[src/rtl/seq_gen_pkg.sv]
// seq_gen_pkg: FSM state encodings and recurrence-depth limits shared by the seq_gen files.
package seq_gen_pkg;
    typedef enum logic [1:0] {IDLE = 2'd0, RUN = 2'd1, DONE = 2'd2} state_t;
    localparam int K_MIN = 2;
    localparam int K_MAX = 8;
endpackage

[src/rtl/seq_gen_sum.sv]
// seq_gen_sum: combinational K-input adder producing the next term and its overflow bit.
// SEQ_GEN_SAT_EN clamps an overflowing sum to all-ones instead of wrapping.
module seq_gen_sum #(
    parameter int W = 96,
    parameter int K = 2
) (
    input  logic [K-1:0][W-1:0] win,
    output logic [W-1:0]        sum,
    output logic                ovf
);
    localparam int SW = W + $clog2(K);
    logic [SW-1:0] acc;
    always_comb begin
        acc = '0;
        for (int i = 0; i < K; i++) acc = acc + SW'(win[i]);
    end
    assign ovf = |acc[SW-1:W];
`ifdef SEQ_GEN_SAT_EN
    assign sum = ovf ? '1 : acc[W-1:0];
`else
    assign sum = acc[W-1:0];
`endif
endmodule

[src/rtl/seq_gen.sv]
// seq_gen: additive-recurrence sequence generator streaming K-term sums over valid/ready.
// Optional saturation via SEQ_GEN_SAT_EN (default build wraps mod 2^W).
module seq_gen
    import seq_gen_pkg::*;
#(
    parameter int W  = 96,
    parameter int K  = 2,
    parameter int CW = 16
) (
    input  logic          clk,
    input  logic          rst,
    input  logic          start,
    input  logic [W-1:0]  seed0,
    input  logic [W-1:0]  seed1,
    input  logic [CW-1:0] n_terms,
    output logic [W-1:0]  y,
    output logic          y_valid,
    input  logic          y_ready,
    output logic [CW-1:0] idx,
    output logic          busy,
    output logic          done,
    output logic          ovf
);
    if (K < K_MIN || K > K_MAX) begin : g_bad_k
        $error("seq_gen: K out of range");
    end
    state_t state, nxt;
    // win[0] is the term after y; nxt_ovf is its overflow bit, folded into ovf when it is emitted
    logic [K-1:0][W-1:0] win, init;
    logic [CW-1:0] last;
    logic [W-1:0] sum;
    logic sum_ovf, nxt_ovf, go, hs;
    seq_gen_sum #(.W(W), .K(K)) u_sum (.win(win), .sum(sum), .ovf(sum_ovf));
    assign go = state == IDLE && start;
    assign hs = y_valid && y_ready;
    always_ff @(posedge clk or negedge rst) begin
        if (!rst) state <= IDLE;
        else      state <= nxt;
    end
    always_comb begin
        nxt = state;
        if (go) nxt = n_terms == '0 ? DONE : RUN;
        else if (state == RUN && hs && idx == last) nxt = DONE;
        else if (state == DONE) nxt = IDLE;
    end
    always_comb begin
        y_valid = state == RUN;
        busy    = state == RUN;
        done    = state == DONE;
    end
    always_comb begin
        init    = '0;
        init[1] = seed0;
        init[0] = seed1;
    end
    always_ff @(posedge clk or negedge rst) begin
        if (!rst) begin
            win     <= '0;
            y       <= '0;
            idx     <= '0;
            last    <= '0;
            ovf     <= 1'b0;
            nxt_ovf <= 1'b0;
        end else if (go) begin
            win     <= init;
            y       <= seed0;
            idx     <= '0;
            last    <= n_terms - 1'b1;
            ovf     <= 1'b0;
            nxt_ovf <= 1'b0;
        end else if (hs && idx != last) begin
            win     <= {win[K-2:0], sum};
            y       <= win[0];
            idx     <= idx + 1'b1;
            ovf     <= ovf | nxt_ovf;
            nxt_ovf <= sum_ovf;
        end
    end
endmodule

[config.mk]
export PLATFORM = sky130hd
export DESIGN_NAME = seq_gen
export DESIGN_NICKNAME = d
export VERILOG_FILES = /design/src/rtl/seq_gen_pkg.sv /design/src/rtl/seq_gen_sum.sv /design/src/rtl/seq_gen.sv
export SDC_FILE = /design/constraint.sdc
export NUM_CORES = 1
export LEC_CHECK = 0
export CAP_MARGIN = 20
export CORE_UTILIZATION = 54
export DETAILED_ROUTE_END_ITERATION = 6
export GPL_TIMING_DRIVEN = 0
export PLACE_DENSITY = 0.92
export SLEW_MARGIN = 20
export SYNTH_ARGS = -nofsm -noshare
export SYNTH_HDL_FRONTEND = slang
export SYNTH_SLANG_ARGS = --single-unit
[constraint.sdc]
create_clock -name clk -period 3.9 [get_ports clk]
set_clock_uncertainty 0.1 [all_clocks]
set_input_delay 0.39 -clock clk [delete_from_list [all_inputs] [get_ports clk]]
set_output_delay 0.39 -clock clk [all_outputs]
set_load 0.01 [all_outputs]
# Word level (Yosys, flattened, before mapping)
# Cells that the tools add are included.
# classes
add_sub_neg	3
multipliers	0
div	0
order_cmp	0
n_eq_ne	4
shifts	0
muxes	14
bitwise	1
n_reduce_logical	9
# ops
op	count
two-way mux 192 bit	2
two-way mux 96 bit	2
adder 96 x 96 -> 97 bit	1
two-way mux 16 bit	2
adder 16 x 1 -> 16 bit, second input constant	1
== test 16 bit	1
zero test 16 bit	1
!= test 16 bit	1
subtractor 16 x 1 -> 16 bit, second input constant	1
two-way mux 2 bit	4
logical AND 1 bit	5
two-way mux 1 bit	4
nonzero test 3 bit	1
== test 2 x 1 -> 1 bit, second input constant	1
== test 2 bit, second input constant	1
zero test 2 bit	1
nonzero test 2 bit	1
bitwise OR 1 bit	1
# word_totals
reg_bits	324
latchBits	0
mem_bits_rw	0
rom_bits	0
input_bits	212
out_inout_bits	116
elab_cells	39
n_memories	0

# Longest topological paths before layout
# depth
depth_word	6
mapped_depth	12
ltp_nobuf	12

# Hierarchy
# From an unflattened synthesis, not the netlist that was laid out.
# unflattened
hier_cells	2335
area_unflattened_um2	18089.8
# by_module_without_submodules
mod	n_inst	cells_per_inst	area_each_um2	seq_area_each_um2
seq_gen	1	1416	12011.5	5705.5
seq_gen_sum	1	919	6078.3	0.0

# Worst setup path before layout
# No wires, ideal clock.
# synth_timing
path_kind	register -> register
from	reg y[0] (netlist name)
to	reg win[70] (netlist bit)
setup_time_ps	131
arrival_ps	2845
required_ps	3669
path_slack_ps	824
stages_incl_launch_ff	13
n_path_buf	0
synth_period_minus_slack_ps	3076
path_cell_list	dfrtp_1 -> ha_1 -> fa_1 -> a21o_1 -> a221o_1 -> or4b_1 -> a211oi_2 -> nor3_2 -> o31ai_4 -> a31oi_2 -> o21ai_2 -> xnor2_1 -> o21ai_1
# synth_rtl
item	line	text
to (signal assigned)	seq_gen.sv:65	win <= init;
to (signal assigned)	seq_gen.sv:72	win <= {win[K-2:0], sum};
to (decl)	seq_gen.sv:29	logic [K-1:0][W-1:0] win, init;

# Final worst setup path
# layout_timing
from	reg idx[7]
to	reg win[61] (netlist bit)
# layout_between
elab_chain_cells	3
# layout_lines
item	line	text
from (decl)	seq_gen.sv:19	output logic [CW-1:0] idx,
from (signal assigned)	seq_gen.sv:74	idx <= idx + 1'b1;
!= test 16 bit	seq_gen.sv:71	end else if (hs && idx != last) begin
logical AND 1 bit	seq_gen.sv:71	
nonzero test 2 bit (no source line)	n/a	
# Every way passes these cells.
# A chain may end at the register's enable or synchronous reset.

==> reports/results.ini <==
[run_status]
status=finished clean

[finish]
fin_nets=2786
drive_gt1_share_pct=7.658
syn_to_final_growth_pct=28.03

[timing]
rsz0062_at_grt=false
finalCritPeriodShare_pct=99.48
worstMarginPinSlew_ps=1189
setup_viol_count_final=0
relSlewSlack_pct=20.74
hold_viol_final=0
fmax_mhz=257.8
fin_ws_ps=20.37
min_period_ps=3880
finalMaxSlewViolations=0

[cts]
htree_levels=1
cts.path.max_buffers=3
cts.sinks=228
cts_root_buf=clkbuf_16
numCtsBuffers=27
clkTransAtPathRegs_ps=60
clock_latency_ps=560
cts_tree=yes

[synth]
synth.distinct_cells=74
synth_top_area_share_pct=33.80
synth-edff-count=0
synth.most_common_cell=nand2_1
yosysWarnings=0
syn-cell-area_sq_um=16880
syn_inst=2123
synth_seq_area_share_pct=33.80
ys_top_cells_by_count=nand2_1, dfrtp_1, a21oi_1, nor2_1, o21ai_0
syn_nets=2434
async_flop_share_pct=100.0
synth_flop_cell=dfrtp_1
synthTopCellsByArea=dfrtp_1, nand2_1, ha_1, a21oi_1, a22oi_1
yosysTopAreaCell=dfrtp_1
avgSynthCellArea_sq_um=7.952
ys_ff_latch=228

[global_route]
grt_remaining_overflow=0
grt_first_pass_wirelength_um=99170
grt_util_all_layers_pct=40.71
grt_max_degree=90
antenna_found_initial=3
grt_pass1_vias=17842

[floorplanning]
num_rows=64
coreArea_sq_um=30670
num_io_pins=328
die_w_um=178.8
start_util_pct=55.05
die_h_um=178.8
die_area_sq_um=31970

[critical_path]
cpPeakStageDelay_ps=660
path_class=flip-flop to flip-flop
worstSetupStartpointType=flip-flop
required_ps=4180
critPathCaptureType=flip-flop
worstPathMaxFanout=10
cp_data_arrival_time_ps=4160
critPathSlowestCell=clkbuf_1
crit_top_cell=clkbuf_1
r2r_slack_ps=20
path_cells=clkbuf_1 -> xor2_1 -> nor4_1 -> nand4_1 -> nand2_1 -> clkbuf_1 -> clkbuf_1 -> nor2_1 -> a21oi_1 -> o21ai_0

[power_and_ir_drop]
vdd_drop_max_mv=0.5783
p_leak_nw=9.539
powerDensity_nw_per_um2=968.9
power_w=0.02094

[place]
numPortBuffers=327
hpwl_um=50260
finalWeightedCongestion=0.9976
dp_slack_ps=-72.02

[run]
maxCapViolations=0

[detailed_routing]
dr.first_iter.drc_count=1887
via_per_inst=6.355
drcViolationCount=0
wire_per_inst_um=22.84
vias=18379
drt_wl_total_um=66060
dr.pass1.iters=6
ant_nets=0

[hold_path]
min_path_type=primary input to asynchronous set/reset pin

[sequential cells by signal, summed over array words and instances, names as in the netlist]
signal,cells
last,16
nxt_ovf,1
ovf,1
win,96
y,96
state,2
idx,16
[power by group]
| part | switching, W | leakage, nW | total (W) | internal [W] |
|---|---|---|---|---|
| clock network | 0.00107 | 0.406 | 0.00244 | 0.00137 |
| registers | 0.00109 | 2.83 | 0.00457 | 0.00348 |
| logic | 0.00818 | 6.30 | 0.0139 | 0.00576 |
[what timing repair did]
item / in CTS / in global routing
buffers inserted: 0 / 1
endpoints found under the setup margin: 4 / 40
pin swaps: 0 / 1
endpoints found under the hold margin: 70 / 0
hold buffers: 1 / 0
gates resized for setup: 3 / 15
[cell type report]
cell class | count | area (sq um)
Buffer | 223 | 1225
Timing Repair Buffer | 332 | 3362
Tap cell | 396 | 495.5
Sequential cell | 228 | 5705
Clock buffer | 40 | 774.5
Multi-Input combinational cell | 1642 | 9922
Antenna cell | 2 | 5.005
Fill cell | 2455 | 9055
Inverter | 21 | 78.83
Clock inverter | 8 | 46.29
[through the flow]
step / hold WS, ps / std cells / setup TNS, ps / util, % / area, sq um
3_3_place_gp: 378.2 / 2846 / -1688400 / 67.33 / 20650
5_1_grt: 322.6 / 2891 / 0 / 70.47 / 21610
3_5_place_dp: 280.5 / 2849 / -126.8 / 67.58 / 20720
2_1_floorplan: -5.591 / 2123 / 0 / - / 16880
4_1_cts: 304.7 / 2898 / 0 / 70.35 / 21570
6_report: 289.7 / 2892 / 0 / 70.48 / 21610
[critical path, delay by kind of cell (launching register included)]
kind	cells	cell delay (ps)
buffers and inverters	3	1420
flip-flops	1	420
XOR/XNOR	1	190
AO/OA/AOI/OAI	2	360
AND/OR/NAND/NOR	4	1200
[cells by family (layout without fill, tap and decap cells)]
| kind of cell | Yosys count | in the layout | share of synthesized area [%] |
|---|---|---|---|
| simple gates | 754 | 754 | 19.74 |
| buf+inv | 253 | 624 | 7.900 |
| flops | 228 | 228 | 33.80 |
| compound gates | 666 | 666 | 24.79 |
| xor+xnor | 122 | 122 | 6.329 |
| fa+ha+maj | 99 | 99 | 7.382 |
| other cells | 0 | 2 | 0 |
| mux | 1 | 1 | 0.05929 |
[cells in the final DEF (no fill, tap or decap), types with 8 or more instances in the layout]
cell type	n
dfrtp_1	228
o31ai_1	11
o21ai_0	137
buf_2	14
or3_1	13
o21bai_1	18
clkbuf_16	27
xnor2_1	57
buf_4	98
xor2_1	65
nand2b_1	9
nand2_1	369
a21o_1	38
nor4_1	13
nor3_1	24
or4_1	8
nand3_1	38
a211oi_1	10
clkdlybuf4s50_1	326
a31oi_1	37
ha_1	98
a22oi_1	112
nand4_1	52
nor2_1	166
clkbuf_1	108
and3_1	22
o21a_1	22
inv_1	21
o211ai_1	9
a21oi_1	205
[worst paths after layout]
| kind | to | start | cells past startpoint |
|---|---|---|---|
| setup / recovery | win[61] | idx[7] | 10 |
| hold / removal | win[23] | rst | 2 |
| setup reg to reg | win[61] | idx[7] | 10 |
| hold reg to reg | last[13] | last[13] | 2 |
| max in group asynchronous | win[61] | rst | 4 |
| min in group clk | win[52] | seed1[52] | 3 |
[routing by layer]
metal  up-vias  global-route usage [%]  wire, um
li1       8218                       -         -
met1      8838                   52.14     26220
met2      1075                   64.22     29750
met3       248                   8.206      6237
met4         0                   22.46      3852
met5         -                       0         0
No activity file was read; power rests on OpenSTA's default activity.
==> RTL edit (same settings) <==
Reset style: synchronous (`rst`), changed in 2 clocked blocks.
--- a/src/rtl/seq_gen.sv
+++ b/src/rtl/seq_gen.sv
@@ -33,7 +33,7 @@
     seq_gen_sum #(.W(W), .K(K)) u_sum (.win(win), .sum(sum), .ovf(sum_ovf));
     assign go = state == IDLE && start;
     assign hs = y_valid && y_ready;
-    always_ff @(posedge clk or negedge rst) begin
+    always_ff @(posedge clk) begin
         if (!rst) state <= IDLE;
         else      state <= nxt;
     end
@@ -53,7 +53,7 @@
         init[1] = seed0;
         init[0] = seed1;
     end
-    always_ff @(posedge clk or negedge rst) begin
+    always_ff @(posedge clk) begin
         if (!rst) begin
             win     <= '0;
             y       <= '0;
Function: differs if rst is asserted again (counterexample within 4 cycles, from zero or initial values and one cycle with rst low); with rst held inactive, the same outputs for 4 cycles.
==> RTL edit against the original RTL <==
- setup slack improved by 0.022 ns
- sequential cell count is the same
- synthesized area decreased by 4.1%
- wire length is 7.7% lower
- sequential share of layout area fell by 4.5 points
- via count fell by 1.2%
- non-clock buffer count increased by 8
- maximum frequency grew 0.56%
- final area is 3.7% lower
- critical endpoint is now win[78]
Power is not compared: it rests on default switching activity, and its combinational part moved more than twofold at a synthesized area within 25%.
==> RTL edit: results (changes against the original RTL) <==
* Post-DP HPWL at 46700 um (-7.2%)
* Ys async rst share at 0 (-1.00)
* Inverters at 31 (+48%)
* Via count at 18.2k (-1.2%)
* Non-clk bufs at 563 (+1.4%)
* DP Worst Slack at -0.330 ns (-0.258 ns)
* Largest net degree at the start of global routing at 13 (-86%)
* CTS Buf Count at 25 (-7.4%)
* Mapped Nets at 2414 (-0.82%)
* Total track usage at 0.384 (-0.0228)
* Post-DP Area at 0.0199 mm2 (-3.7%)
* Clock buf count at 37 (-7.5%)
* Most frequent cells after synthesis: nand2_1, dfxtp_1, a21oi_1
* Seq/Total Area, Yosys at 0.282 (-0.0560)
* Outcome: finished clean
* Die area at 0.0307 mm2 (-4.1%)
* DR iter-0 viols at 1997 (+5.8%)
* Fill count at 2357 (-4.0%)
* Clk tree area frac at 0.0368 (-0.00119)
* Share of cells above drive strength 1 at 0.0719 (-0.00464)
* Synth Area per Inst at 7.70 um2 (-3.2%)
* Yosys cell types at 71 (-4.1%)
* Detailed Route WL at 61000 um (-7.7%)
* Placer Congestion at 1.00 (+0.33%)
* Max-slew headroom at 0.182 (-0.0250)
* R2R setup slack at 0.04 ns (+0.02 ns)
* Comb_multi_in at 1609 (-2.0%)
* Antenna cells at 4 (+2)
-- RTL edit: logic make-up (layout without fill, tap and decap cells) --
group	count (synthesis)	in the layout	share of synthesized area
compound gates	754	754	0.314
simple gates	626	626	0.171
buf+inv	266	637	0.0850
flops	228	228	0.282
xor+xnor	121	121	0.0655
fa+ha+maj	99	99	0.0770
mux	9	9	0.00564
other cells	0	4	0
-- RTL edit: critical path, stage by stage (launching register included) --
cell,delay [ns]
dfxtp_1,0.33
clkbuf_1,0.31
xor2_1,0.13
nor4_1,0.29
nand4_1,0.21
nand3_1,0.66
clkbuf_1,0.58
clkbuf_1,0.68
nand3_1,0.24
o211a_1,0.21
-- RTL edit: timing repair --
action	CTS	global route
resized for setup	7	17
hold buffers	0	0
setup endpoints to repair	12	41
pin swaps	0	5
buffers inserted	0	1
-- RTL edit: through the flow --
stage	hold WS, ns	total power [W]	setup TNS (ns)	util
floorplan	0.348	0.00398	0	-
global placement	0.366	0.00476	-1.40	0.675
detailed placement	0.381	0.00481	-2.12	0.675
CTS	0.390	0.00711	0	0.702
global route	0.404	0.00746	-0.00741	0.704
finish	0.384	0.00717	0	0.704
-- RTL edit: metal layers --
layer  share of wire  global-route usage  up-vias
met5               0                   0        -
li1                -                   -     8329
met4           0.052               0.191        0
met3           0.092              0.0505      197
met1            0.40               0.497     8575
met2            0.45               0.628     1058
-- RTL edit: worst max path at each step --
stage	startpoint	slack, ns	end
finish	idx[5]	0.04	win[78]
global route	y[0]	-0.007	win[84]
CTS	y[0]	0.004	win[84]
detailed placement	y[0]	-0.33	win[90]
global placement	y[0]	-0.28	win[84]
floorplan	y[0]	0.59	win[84]
